==> src/rtl/dance_judge_pkg.sv <==
// rtl/dance_judge_pkg.sv - shared lane-judge types and defaults
package dance_pkg;

    typedef enum logic {
        IDLE = 1'b0,
        OPEN = 1'b1
    } state_t;

    localparam int DEFAULT_WINDOW = 8;
    localparam int DEFAULT_TW     = 4;

endpackage

==> src/rtl/dance_judge_if.sv <==
// rtl/dance_judge_if.sv - lane bus between scroller/player and the judge
interface dance_judge_if #(
    parameter int TW = 4
);
    logic          ARROW;
    logic          KEY;
    logic          UP;
    logic          DOWN;
    logic          HIT_ZONE;
    logic [TW-1:0] COMBO;

    modport master (
        output ARROW, KEY,
        input  UP, DOWN, HIT_ZONE, COMBO
    );

    modport slave (
        input  ARROW, KEY,
        output UP, DOWN, HIT_ZONE, COMBO
    );
endinterface

==> src/rtl/dance_judge_key_edge.sv <==
// rtl/dance_judge_key_edge.sv - key synchroniser and rising-edge press detect
module key_edge (
    input  logic CLOCK,
    input  logic RESET,
    input  logic KEY,
    output logic PRESS
);
    logic k1, k2, k3;

    // Flops reset high so a key held across reset release never looks like a press.
    always_ff @(posedge CLOCK or negedge RESET) begin
        if (!RESET) begin
            k1 <= 1'b1;
            k2 <= 1'b1;
            k3 <= 1'b1;
        end else begin
            k1 <= KEY;
            k2 <= k1;
            k3 <= k2;
        end
    end

    assign PRESS = k2 & ~k3;
endmodule

==> src/rtl/dance_judge.sv <==
// rtl/dance_judge.sv - per-lane timing judge: hit/miss pulses and combo count
module dance_judge
    import dance_pkg::*;
#(
    parameter int WINDOW = DEFAULT_WINDOW,
    parameter int TW     = DEFAULT_TW
) (
    input  logic          CLOCK,
    input  logic          RESET,
    dance_judge_if.slave  bus
);
    localparam logic [TW-1:0] RELOAD = TW'(WINDOW - 1);

    state_t        state, state_n;
    logic [TW-1:0] timer, timer_n;
    logic [TW-1:0] combo, combo_n;
    logic          up, up_n;
    logic          down, down_n;
    logic          hit_zone;
    logic          press;

    key_edge u_key_edge (
        .CLOCK (CLOCK),
        .RESET (RESET),
        .KEY   (bus.KEY),
        .PRESS (press)
    );

    always_ff @(posedge CLOCK or negedge RESET) begin
        if (!RESET) begin
            state    <= IDLE;
            timer    <= '0;
            combo    <= '0;
            up       <= 1'b0;
            down     <= 1'b0;
            hit_zone <= 1'b0;
        end else begin
            state    <= state_n;
            timer    <= timer_n;
            combo    <= combo_n;
            up       <= up_n;
            down     <= down_n;
            hit_zone <= (state_n == OPEN);
        end
    end

    always_comb begin
        state_n = state;
        timer_n = timer;
        up_n    = 1'b0;
        down_n  = 1'b0;
        unique case (state)
            IDLE: begin
                if (bus.ARROW && !press) begin
                    state_n = OPEN;
                    timer_n = RELOAD;
                end else if (press) begin
                    // With an arrow this is an instant hit, without one a stray press.
                    up_n   = bus.ARROW;
                    down_n = !bus.ARROW;
                end
            end
            OPEN: begin
                if (press) begin
                    up_n = 1'b1;
                    if (bus.ARROW) timer_n = RELOAD;
                    else           state_n = IDLE;
                end else if (bus.ARROW) begin
                    down_n  = 1'b1;
                    timer_n = RELOAD;
                end else if (timer == '0) begin
                    down_n  = 1'b1;
                    state_n = IDLE;
                end else begin
                    timer_n = timer - 1'b1;
                end
            end
            default: state_n = IDLE;
        endcase
    end

    // A hit always wins over a clear; saturate at all-ones.
    always_comb begin
        combo_n = combo;
        if (up_n) begin
            if (combo != '1) combo_n = combo + 1'b1;
        end else if (down_n) begin
            combo_n = '0;
        end
    end

    assign bus.UP       = up;
    assign bus.DOWN     = down;
    assign bus.HIT_ZONE = hit_zone;
    assign bus.COMBO    = combo;
endmodule
==> src/flat_wrapper.sv <==
// flat-port wrapper written by rule: the top's interface ports become plain ports
module dance_judge_flat import dance_pkg::*;
#(
    parameter int WINDOW = DEFAULT_WINDOW,
    parameter int TW     = DEFAULT_TW
)
  (CLOCK, RESET, bus_ARROW, bus_KEY, bus_UP, bus_DOWN, bus_HIT_ZONE, bus_COMBO);
  dance_judge_if #(.TW(TW)) bus_i ();
  input  logic CLOCK;
  input  logic RESET;
  input wire logic [$bits(bus_i.ARROW)-1:0] bus_ARROW;
  input wire logic [$bits(bus_i.KEY)-1:0] bus_KEY;
  output wire logic [$bits(bus_i.UP)-1:0] bus_UP;
  output wire logic [$bits(bus_i.DOWN)-1:0] bus_DOWN;
  output wire logic [$bits(bus_i.HIT_ZONE)-1:0] bus_HIT_ZONE;
  output wire logic [$bits(bus_i.COMBO)-1:0] bus_COMBO;
  assign bus_i.ARROW = bus_ARROW;
  assign bus_i.KEY = bus_KEY;
  assign bus_UP = bus_i.UP;
  assign bus_DOWN = bus_i.DOWN;
  assign bus_HIT_ZONE = bus_i.HIT_ZONE;
  assign bus_COMBO = bus_i.COMBO;
  dance_judge #(.WINDOW(WINDOW), .TW(TW)) u_core (.CLOCK(CLOCK), .RESET(RESET), .bus(bus_i));
endmodule
==> config.mk <==
export PLATFORM = sky130hd
export DESIGN_NAME = dance_judge_flat
export DESIGN_NICKNAME = d
export VERILOG_FILES = /design/src/rtl/dance_judge_pkg.sv /design/src/rtl/dance_judge_if.sv /design/src/rtl/dance_judge_key_edge.sv /design/src/rtl/dance_judge.sv /design/src/flat_wrapper.sv
export SDC_FILE = /design/constraint.sdc
export NUM_CORES = 1
export LEC_CHECK = 0
export CORE_UTILIZATION = 40
export DETAILED_ROUTE_END_ITERATION = 10
export PLACE_DENSITY_LB_ADDON = 0.08
export SLEW_MARGIN = 15
export SYNTH_ARGS = -nofsm -noshare
export SYNTH_HDL_FRONTEND = slang
export SYNTH_SLANG_ARGS = --single-unit
==> constraint.sdc <==
create_clock -name CLOCK -period 1.6 [get_ports CLOCK]
set_clock_uncertainty 0.05 [all_clocks]
set_input_delay 0.24 -clock CLOCK [delete_from_list [all_inputs] [get_ports CLOCK]]
set_output_delay 0.24 -clock CLOCK [all_outputs]
set_load 0.05 [all_outputs]
---- After elaboration in Yosys (flattened, before gate mapping) ----
Cells that the tools add are included.
storage, ports and cells
  register bits after elaboration ......... 14
  bits in latches ......................... 0
  RAM bits ................................ 0
  bits in read-only memories .............. 0
  bits of input ports ..................... 4
  output and inout port bits .............. 7
  word-level logic and storage cells ...... 50
  memories ................................ 0
cells by class
  $add $sub $neg .......................... 2
  multipliers ............................. 0
  div/mod/pow operators ................... 0
  $lt $le $gt $ge ......................... 0
  eq/ne operators ......................... 5
  shift operators ......................... 0
  mux-type cells .......................... 25
  bitwise logic cells ..................... 3
  reductions and logical operators ........ 7
operators with widths
  kind                 number
  $mux 4               8
  $mux 1               13
  $pmux 4 s2           1
  $ne 3x3->1 const B   2
  $pmux 1 s2           3
  $add 4x1->4 const B  1
  $logic_not 4->1      1
  $ne 4x4->1 const B   1
  $sub 4x1->4 const B  1
  $reduce_and 3->1     1
  $logic_not 1->1      2
  $ne 2x1->1 const B   1
  $ne 2x2->1 const B   1
  $not 1->1            2
  $reduce_and 2->1     1
  $reduce_bool 2->1    1
  $and 1x1->1          1
  $logic_and 1x1->1    1

---- Longest topological paths before layout ----
Gate-level depths: netlist of the first run.
  depth in word-level cells ............... 8
  mapped depth ............................ 5
  depth with buffers taken out ............ 5

---- Hierarchy ----
A second synthesis of the first run with hierarchy kept.
unflattened totals
  cells, all modules ...................... 63
  area, all modules ....................... 716.9 um^2
by module, submodules not included
  module       instances  cells an instance  area each (um^2)  seq. area each (um^2)
  dance_judge  1          59                 624.3             275.3
  key_edge     1          4                  92.6              78.8

---- Worst setup path after synthesis of the first run ----
OpenSTA, ideal clock, no wires.
  path type ............................... reg-to-reg
  start ................................... register u_core.combo[0] (netlist: u_core.bus.COMBO[0])
  end ..................................... register u_core.combo[0] (netlist: u_core.bus.COMBO[0])
  setup time .............................. 95 ps
  data arrival time ....................... 1567 ps
  data required time ...................... 1455 ps
  slack ................................... -112 ps
  cell stages (with the launch flop) ...... 5
  buffers on the path ..................... 0
  period minus slack after synthesis ...... 1712 ps
  path through ............................ dfrtp_1 ha_1 and3_1 or4_1 o31ai_1
between the ends
  longest elaborated chain between the ends .. 3
  elaborated cells between the ends (all ways) .. 6
  those cells by class .................... add/sub: 1; eq/ne: 2; mux: 2; reduce/logical: 1
ends and longest elaborated chain
  element                                     line               source
  start: declaration                          dance_judge.sv:16  logic [TW-1:0] combo, combo_n;
  start signal: assignment                    dance_judge.sv:40  combo <= combo_n;
  $add 4x1->4 or $ne 4x4->1 (tied branches)   dance_judge.sv:86  if (combo != '1) combo_n = combo + 1'b1;
  $mux 4 or $ne 2x2->1 (tied branches)        -
  $mux 4 or $reduce_and 2->1 (tied branches)  -
Parallel ways exist; a longest one is shown, timed or not. The select of a mux whose other input is x is not followed.
A chain may end at the register's enable or synchronous reset.

---- Worst setup path after layout of the first run ----
Ends and elaborated chain as after synthesis.

==> metrics.txt, run 1 <==
Setup WS pre-CTS 0.01624 ns; # rows 15; Clk pwr share 27.0%; top cells by area, synth dfrtp_1 37%, dfstp_2 11%, o31ai_1 6.1%; Port Buf Inserts 10; min setup slack post-route 0.1160 ns; Max Root-Sink Buffers 2; max-cap violation count 0; post-synthesis adder-cell area fraction 3.378%; number of global-route vias before repair 548; nets 95; H-Tree Depth 1; Max FO, Critical Path 4; Final Wtd Congestion 0.7385; complex-gate fraction of the synthesized area 14.53%; peak supply drop 685.1 uV; leakage 0.4418 nW; vias post-DR 579; Critical Path RT 1.73 ns; Critical Path, Cell by Cell ha_1 -> and3_1 -> or4_1 -> o31ai_1; combinational power share 28.6%; detailed-router iteration count before antenna repair 4; status finished clean; Setup Viol. Count Final 0; Mapped Area 740.7 sq um; xor/xnor cell area share of the yosys netlist 1.182%; Die Width 45.03 microns; routed wire length 1.472 mm; largest net degree at the start of global routing 15; Yosys reg bits 14; Die Area 2028 sq um; Hold Fails Final Rpt 0; switching part of the total 31.24%; Gate Count Post-Synth 67; DIE HEIGHT 45.03 microns; # diodes 0; Initial DRC Count 6; Overflow after GRT 0; Post-synth ARST share 100.0%; P&R area growth vs syn 32.94%; dominant synthesized flop cell dfrtp_1; Setup TNS Final 0 ns; sequential share of power 44.5%; Starting Density 42.90%; largest family of logic cells by synthesized area simple AND/OR/NAND/NOR gates; CP Buf/Inv Count 0; CP top delay family simple AND/OR/NAND/NOR gates; RSZ-0062 raised after global routing no; Final Power 0.0009295 W; gr usage total 17.44%; number of remaining DRC errors 0; later-pin clock latency in the skew report 0.28 ns; Root Buffer clkbuf_4; Ys Warns 0; Layout fillers 155; Power per Cell Area 944.0 nW/um^2; clock buffer count from CTS 3; critical path class reg2reg; Post-DRT Antenna Nets 0; number of synthesized flops with an enable pin 0; syn_nets 73; switching power 0.0002904 W; HPWL after detailed placement 1.053 mm; antenna violations before repair 0; Mean Syn Cell Area 11.06 sq um; met2 wire len 717 microns; post-synthesis mux area share 3.041%; CP arrival 1.61 ns; Core ar. 1727 sq um; nature of the critical path startpoint register; max layer used met4; TritonCTS Sinks 14; Crit. End Element register; relative slew slack 80.92%; count leader, synth dfrtp_1; post-synth top area share 37.16%; Post-CTS Setup Repair Bufs 0; worst hold path type in2async; met3 routed WL 51 microns; simple-gate share of the synthesized area 25.00%; Min Clock Period, post-route 1.484 ns; f_max 0.6739 GHz; Largest stage delay, worst path 0.41 ns; top cells by count, synth 11 x dfrtp_1, 6 x o31ai_1, 5 x inv_1; CTS tree built; Synth cell types 36; Clock Pin Slew Worst Setup and Hold Paths 0.08 ns; Worst-Margin Slew 0.2843 ns; CP max-delay cell dfrtp_2; Top Ports 11; fin crit share 92.75%; fin. max-slew vios 0; first-pass GRT wire length 2.511 mm; Pint 0.0006392 W; layout cell share with drive strength beyond 1 36.36%; DR WL/cell 13.03 microns; M1 wire length 691 microns; via/cell ratio 5.124; Synth area leader dfrtp_1; post-synthesis sequential area ratio 47.80%
==> power by group through the flow <==
stage	sequential (W)	clock [W]	combinational (W)
after global routing	0.000417	0.000278	0.000288
after detailed placement	0.000420	0	0.000267
after floorplan	0.000487	0	0.0000886
after CTS	0.000414	0.000264	0.000268
after global placement	0.000419	0	0.000267
final	0.000413	0.000251	0.000266
==> cell type report <==
cell class                      count  area (sq um)  share of cell area [%]
Timing Repair Buffer               19         187.7                   19.06
Inverter                            5         18.77                   1.906
Tap cell                           25         31.28                   3.177
Multi-Input combinational cell     46         354.1                   35.96
Sequential cell                    14         356.6                   36.21
Clock buffer                        4         36.28                   3.685
==> sequential cells by signal, indices dropped and copies added, names as in the netlist <==
| signal | count |
|---|---|
| u_core.bus.COMBO | 4 |
| u_core.timer | 4 |
| u_core.bus.DOWN | 1 |
| u_core.bus.UP | 1 |
| u_core.state | 1 |
| u_core.u_key_edge.k1 | 1 |
| u_core.u_key_edge.k2 | 1 |
| u_core.u_key_edge.k3 | 1 |
==> final timing paths <==
check | endpoint | start | slack [ns] | depth (start not counted)
setup / recovery | u_core.bus.COMBO[0]$_DFFE_PN0P_ | u_core.bus.COMBO[0]$_DFFE_PN0P_ | 0.12 | 4
hold / removal | u_core.timer[2]$_DFFE_PN0P_ | RESET | 0.22 | 2
setup reg to reg | u_core.bus.COMBO[0]$_DFFE_PN0P_ | u_core.bus.COMBO[0]$_DFFE_PN0P_ | 0.12 | 4
hold reg to reg | u_core.u_key_edge.k2$_DFF_PN1_ | u_core.u_key_edge.k1$_DFF_PN1_ | 0.31 | 0
max in group asynchronous | u_core.u_key_edge.k2$_DFF_PN1_ | RESET | 1.03 | 2
min in group CLOCK | u_core.u_key_edge.k2$_DFF_PN1_ | u_core.u_key_edge.k1$_DFF_PN1_ | 0.31 | 0
==> placed cells by master (no fill, tap or decap), types with 2 or more instances in the layout <==
cell type and count:
clkdlybuf4s50_1 3, o31ai_1 6, dfrtp_1 9, dfstp_2 3, buf_12 3, clkbuf_4 3, inv_1 5, a31oi_1 2
o32ai_1 2, nand3b_1 2, buf_4 13, nor3_1 3, ha_1 2, nor2b_1 2, dfrtp_2 2, nand2_1 4
==> worst reg2reg max path, stage by stage, from the launching register on <==
cell and delay, ns:
dfrtp_2 0.41, ha_1 0.22, and3_1 0.22, or4_1 0.40
o31ai_1 0.08
==> what timing repair did <==
| action | 4_1_cts | 5_1_grt |
|---|---|---|
| setup endpoints to repair | 0 | 1 |
| hold buffers | 0 | 0 |
| resized for setup | 0 | 1 |
==> cell families after synthesis <==
family / count (synthesis)
flops: 14
buf+inv: 7
xor+xnor: 1
simple gates: 28
mux: 1
fa+ha+maj: 2
compound gates: 14
==> metal layers <==
layer  GRT usage [%]  vias up
met4           9.091        0
met3           3.600        2
met1           23.47      270
li1                -      296
met5               0        -
met2           26.38       11
==> metrics by stage <==
stage	instance area [sq um]	util (%)	cells	hold WS, ns
after global placement	943.4	54.64	109	0.2988
after floorplan	743.2	-	67	-0.1056
after detailed placement	943.4	54.64	109	0.2973
after global routing	984.7	57.03	113	0.2387
final	984.7	57.03	113	0.2236
after CTS	979.7	56.74	113	0.2148
Note: power is estimated with default switching activity, not from simulation.
==> inputs of run 2 (changes only) <==
CAP_MARGIN = 0   (was not set)
CORE_ASPECT_RATIO = 1.2   (was not set)
PLACE_DENSITY_LB_ADDON = 0.15   (was 0.08)
==> run 2 against run 1 <==
Net effect:
- worst setup slack worse by 0.027 ns
- sequential share of layout area is 0.61 points higher
- global-route usage is 1.2 points higher
- critical endpoint unchanged
- largest cell class unchanged
==> metrics.txt, run 2 (synthesis results as in run 1) <==
Layout fillers 161 (+3.9%); CP top delay family simple AND/OR/NAND/NOR gates; DIE HEIGHT 49.14 microns (+9.1%); CP arrival 1.66 ns (+0.05 ns); Final Wtd Congestion 0.7661 (+3.7%); met3 routed WL 88 microns (+73%); Final Cell Area 968.4 sq um (-1.7%); status finished clean; Initial DRC Count 9 (+3); worst hold path type in2async; H-Tree Depth 1 (unchanged); Placed Area 927.1 sq um (-1.7%); routed wire length 1.490 mm (+1.2%); Die Area 2029 sq um (about the same); min setup slack post-route 0.08947 ns (-0.02654 ns); Root Buffer clkbuf_4; TritonCTS Sinks 14 (unchanged); Max Root-Sink Buffers 2 (unchanged); Setup WS pre-CTS 0.004163 ns (-0.01208 ns); CP Buf/Inv Count 0 (unchanged); peak supply drop 409.6 uV (-40%); Critical Path RT 1.75 ns (+0.02 ns); Max FO, Critical Path 5 (+1); met2 wire len 760 microns (+6.0%); detailed-router iteration count before antenna repair 4 (unchanged); Setup TNS Final 0 ns (unchanged); via/cell ratio 5.695 (+11%); Port Buf Inserts 10 (unchanged); Final Power 0.0009394 W (+1.1%); fin. max-slew vios 0 (unchanged); nets 94 (-1.1%); # rows 16 (+1); critical path class reg2reg; Power per Cell Area 970.0 nW/um^2 (+2.8%); number of global-route vias before repair 574 (+4.7%); Placed Cells 101 (-7.3%); Core ar. 1682 sq um (-2.6%); RSZ-0062 raised after global routing no; leakage 0.4366 nW (-1.2%); max-cap violation count 0 (unchanged); vias post-DR 598 (+3.3%); antenna violations before repair 0 (unchanged); DR WL/cell 14.19 microns (+8.9%); most frequent cells in the layout 12 x buf_4, 9 x dfrtp_1, 6 x o31ai_1; Critical Path, Cell by Cell ha_1 -> and3_1 -> or4_1 -> o31ai_1; Overflow after GRT 0 (unchanged); M1 wire length 613 microns (-11%); fin crit share 94.41% (+1.7 points); Post-DRT Antenna Nets 0 (unchanged); Hold-fix buffers, CTS 0 (unchanged); nature of the critical path startpoint register; CP max-delay cell dfrtp_2; Starting Density 44.05% (+1.1 points); largest net degree at the start of global routing 15 (unchanged); Worst-Margin Slew 0.2727 ns (-0.01153 ns); Top Ports 11 (unchanged); Non-Filler Instances 105 (-7.1%); later-pin clock latency in the skew report 0.30 ns (+0.02 ns); CTS tree built; Crit. End Element register; HPWL after detailed placement 1.090 mm (+3.6%); Min Clock Period, post-route 1.511 ns (+0.02654 ns); f_max 0.6620 GHz (-1.8%); Setup Viol. Count Final 0 (unchanged); clock buffer count from CTS 3 (unchanged); # diodes 0 (unchanged); commonest non-fill, non-tap cell in the layout buf_4; Hold Fails Final Rpt 0 (unchanged); Die Width 41.28 microns (-8.3%); P&R area growth vs syn 30.74%; layout cell share with drive strength beyond 1 35.63% (-0.73 points); Clock Pin Slew Worst Setup and Hold Paths 0.09 ns (about the same); max layer used met4; Largest stage delay, worst path 0.45 ns (+0.04 ns); gr usage total 18.67% (+1.2 points); first-pass GRT wire length 2.539 mm (+1.1%); relative slew slack 81.82% (+0.90 points); number of remaining DRC errors 0 (unchanged)
==> run 2: cell types whose count changed in the layout (fill, tap and decap cells not counted), sizes merged <==
| cell | previous run | this run |
|---|---|---|
| buf | 16 | 15 |
==> run 2: layout make-up <==
class	count	area, sq um	area share (%)
clock buffers	4	36.28	3.747
repair buffers	18	180.2	18.60
flip-flops and latches	14	356.6	36.82
multi-input cells	46	354.1	36.56
inverters	5	18.77	1.938
well taps	18	22.52	2.326
==> run 2: metrics by stage <==
step | util [%] | hold WS, ns
after floorplan | - | -0.1056
after global placement | 55.13 | 0.2963
after detailed placement | 55.13 | 0.3046
after CTS | 57.29 | 0.2106
after global routing | 57.59 | 0.2315
final | 57.59 | 0.1981
==> run 2: timing repair <==
| action | CTS | global route |
|---|---|---|
| setup buffers | 0 | 0 |
| endpoints found under the setup margin | 0 | 6 |
| gates resized for setup | 0 | 1 |
==> run 2: where the power goes <==
group	leakage [nW]	switching, W	internal (W)	total (W)
clock	0.0210	0.000129	0.000139	0.000268
combinational	0.255	0.000147	0.000105	0.000252
sequential	0.161	0.0000313	0.000389	0.000420
total	0.437	0.000307	0.000633	0.000939
==> run 2: metal layers <==
metal | GRT usage (%) | up-vias
met5 | 0 | -
met3 | 6.849 | 3
met2 | 28.65 | 18
met4 | 8.065 | 0
met1 | 22.35 | 284
li1 | - | 293
==> run 2: path summary, 6_finish.rpt <==
path                                                       from                               to  slack, ns  cells after the start
worst max-delay path            u_core.bus.COMBO[1]$_DFFE_PN0P_  u_core.bus.COMBO[0]$_DFFE_PN0P_       0.09                      4
worst min-delay path                                      RESET      u_core.timer[3]$_DFFE_PN0P_       0.20                      2
worst max register to register  u_core.bus.COMBO[1]$_DFFE_PN0P_  u_core.bus.COMBO[0]$_DFFE_PN0P_       0.09                      4
worst min register to register   u_core.u_key_edge.k1$_DFF_PN1_   u_core.u_key_edge.k2$_DFF_PN1_       0.31                      0
max in group asynchronous                                 RESET   u_core.u_key_edge.k3$_DFF_PN1_       1.06                      2
min in group CLOCK                                      bus_KEY   u_core.u_key_edge.k1$_DFF_PN1_       0.30                      1
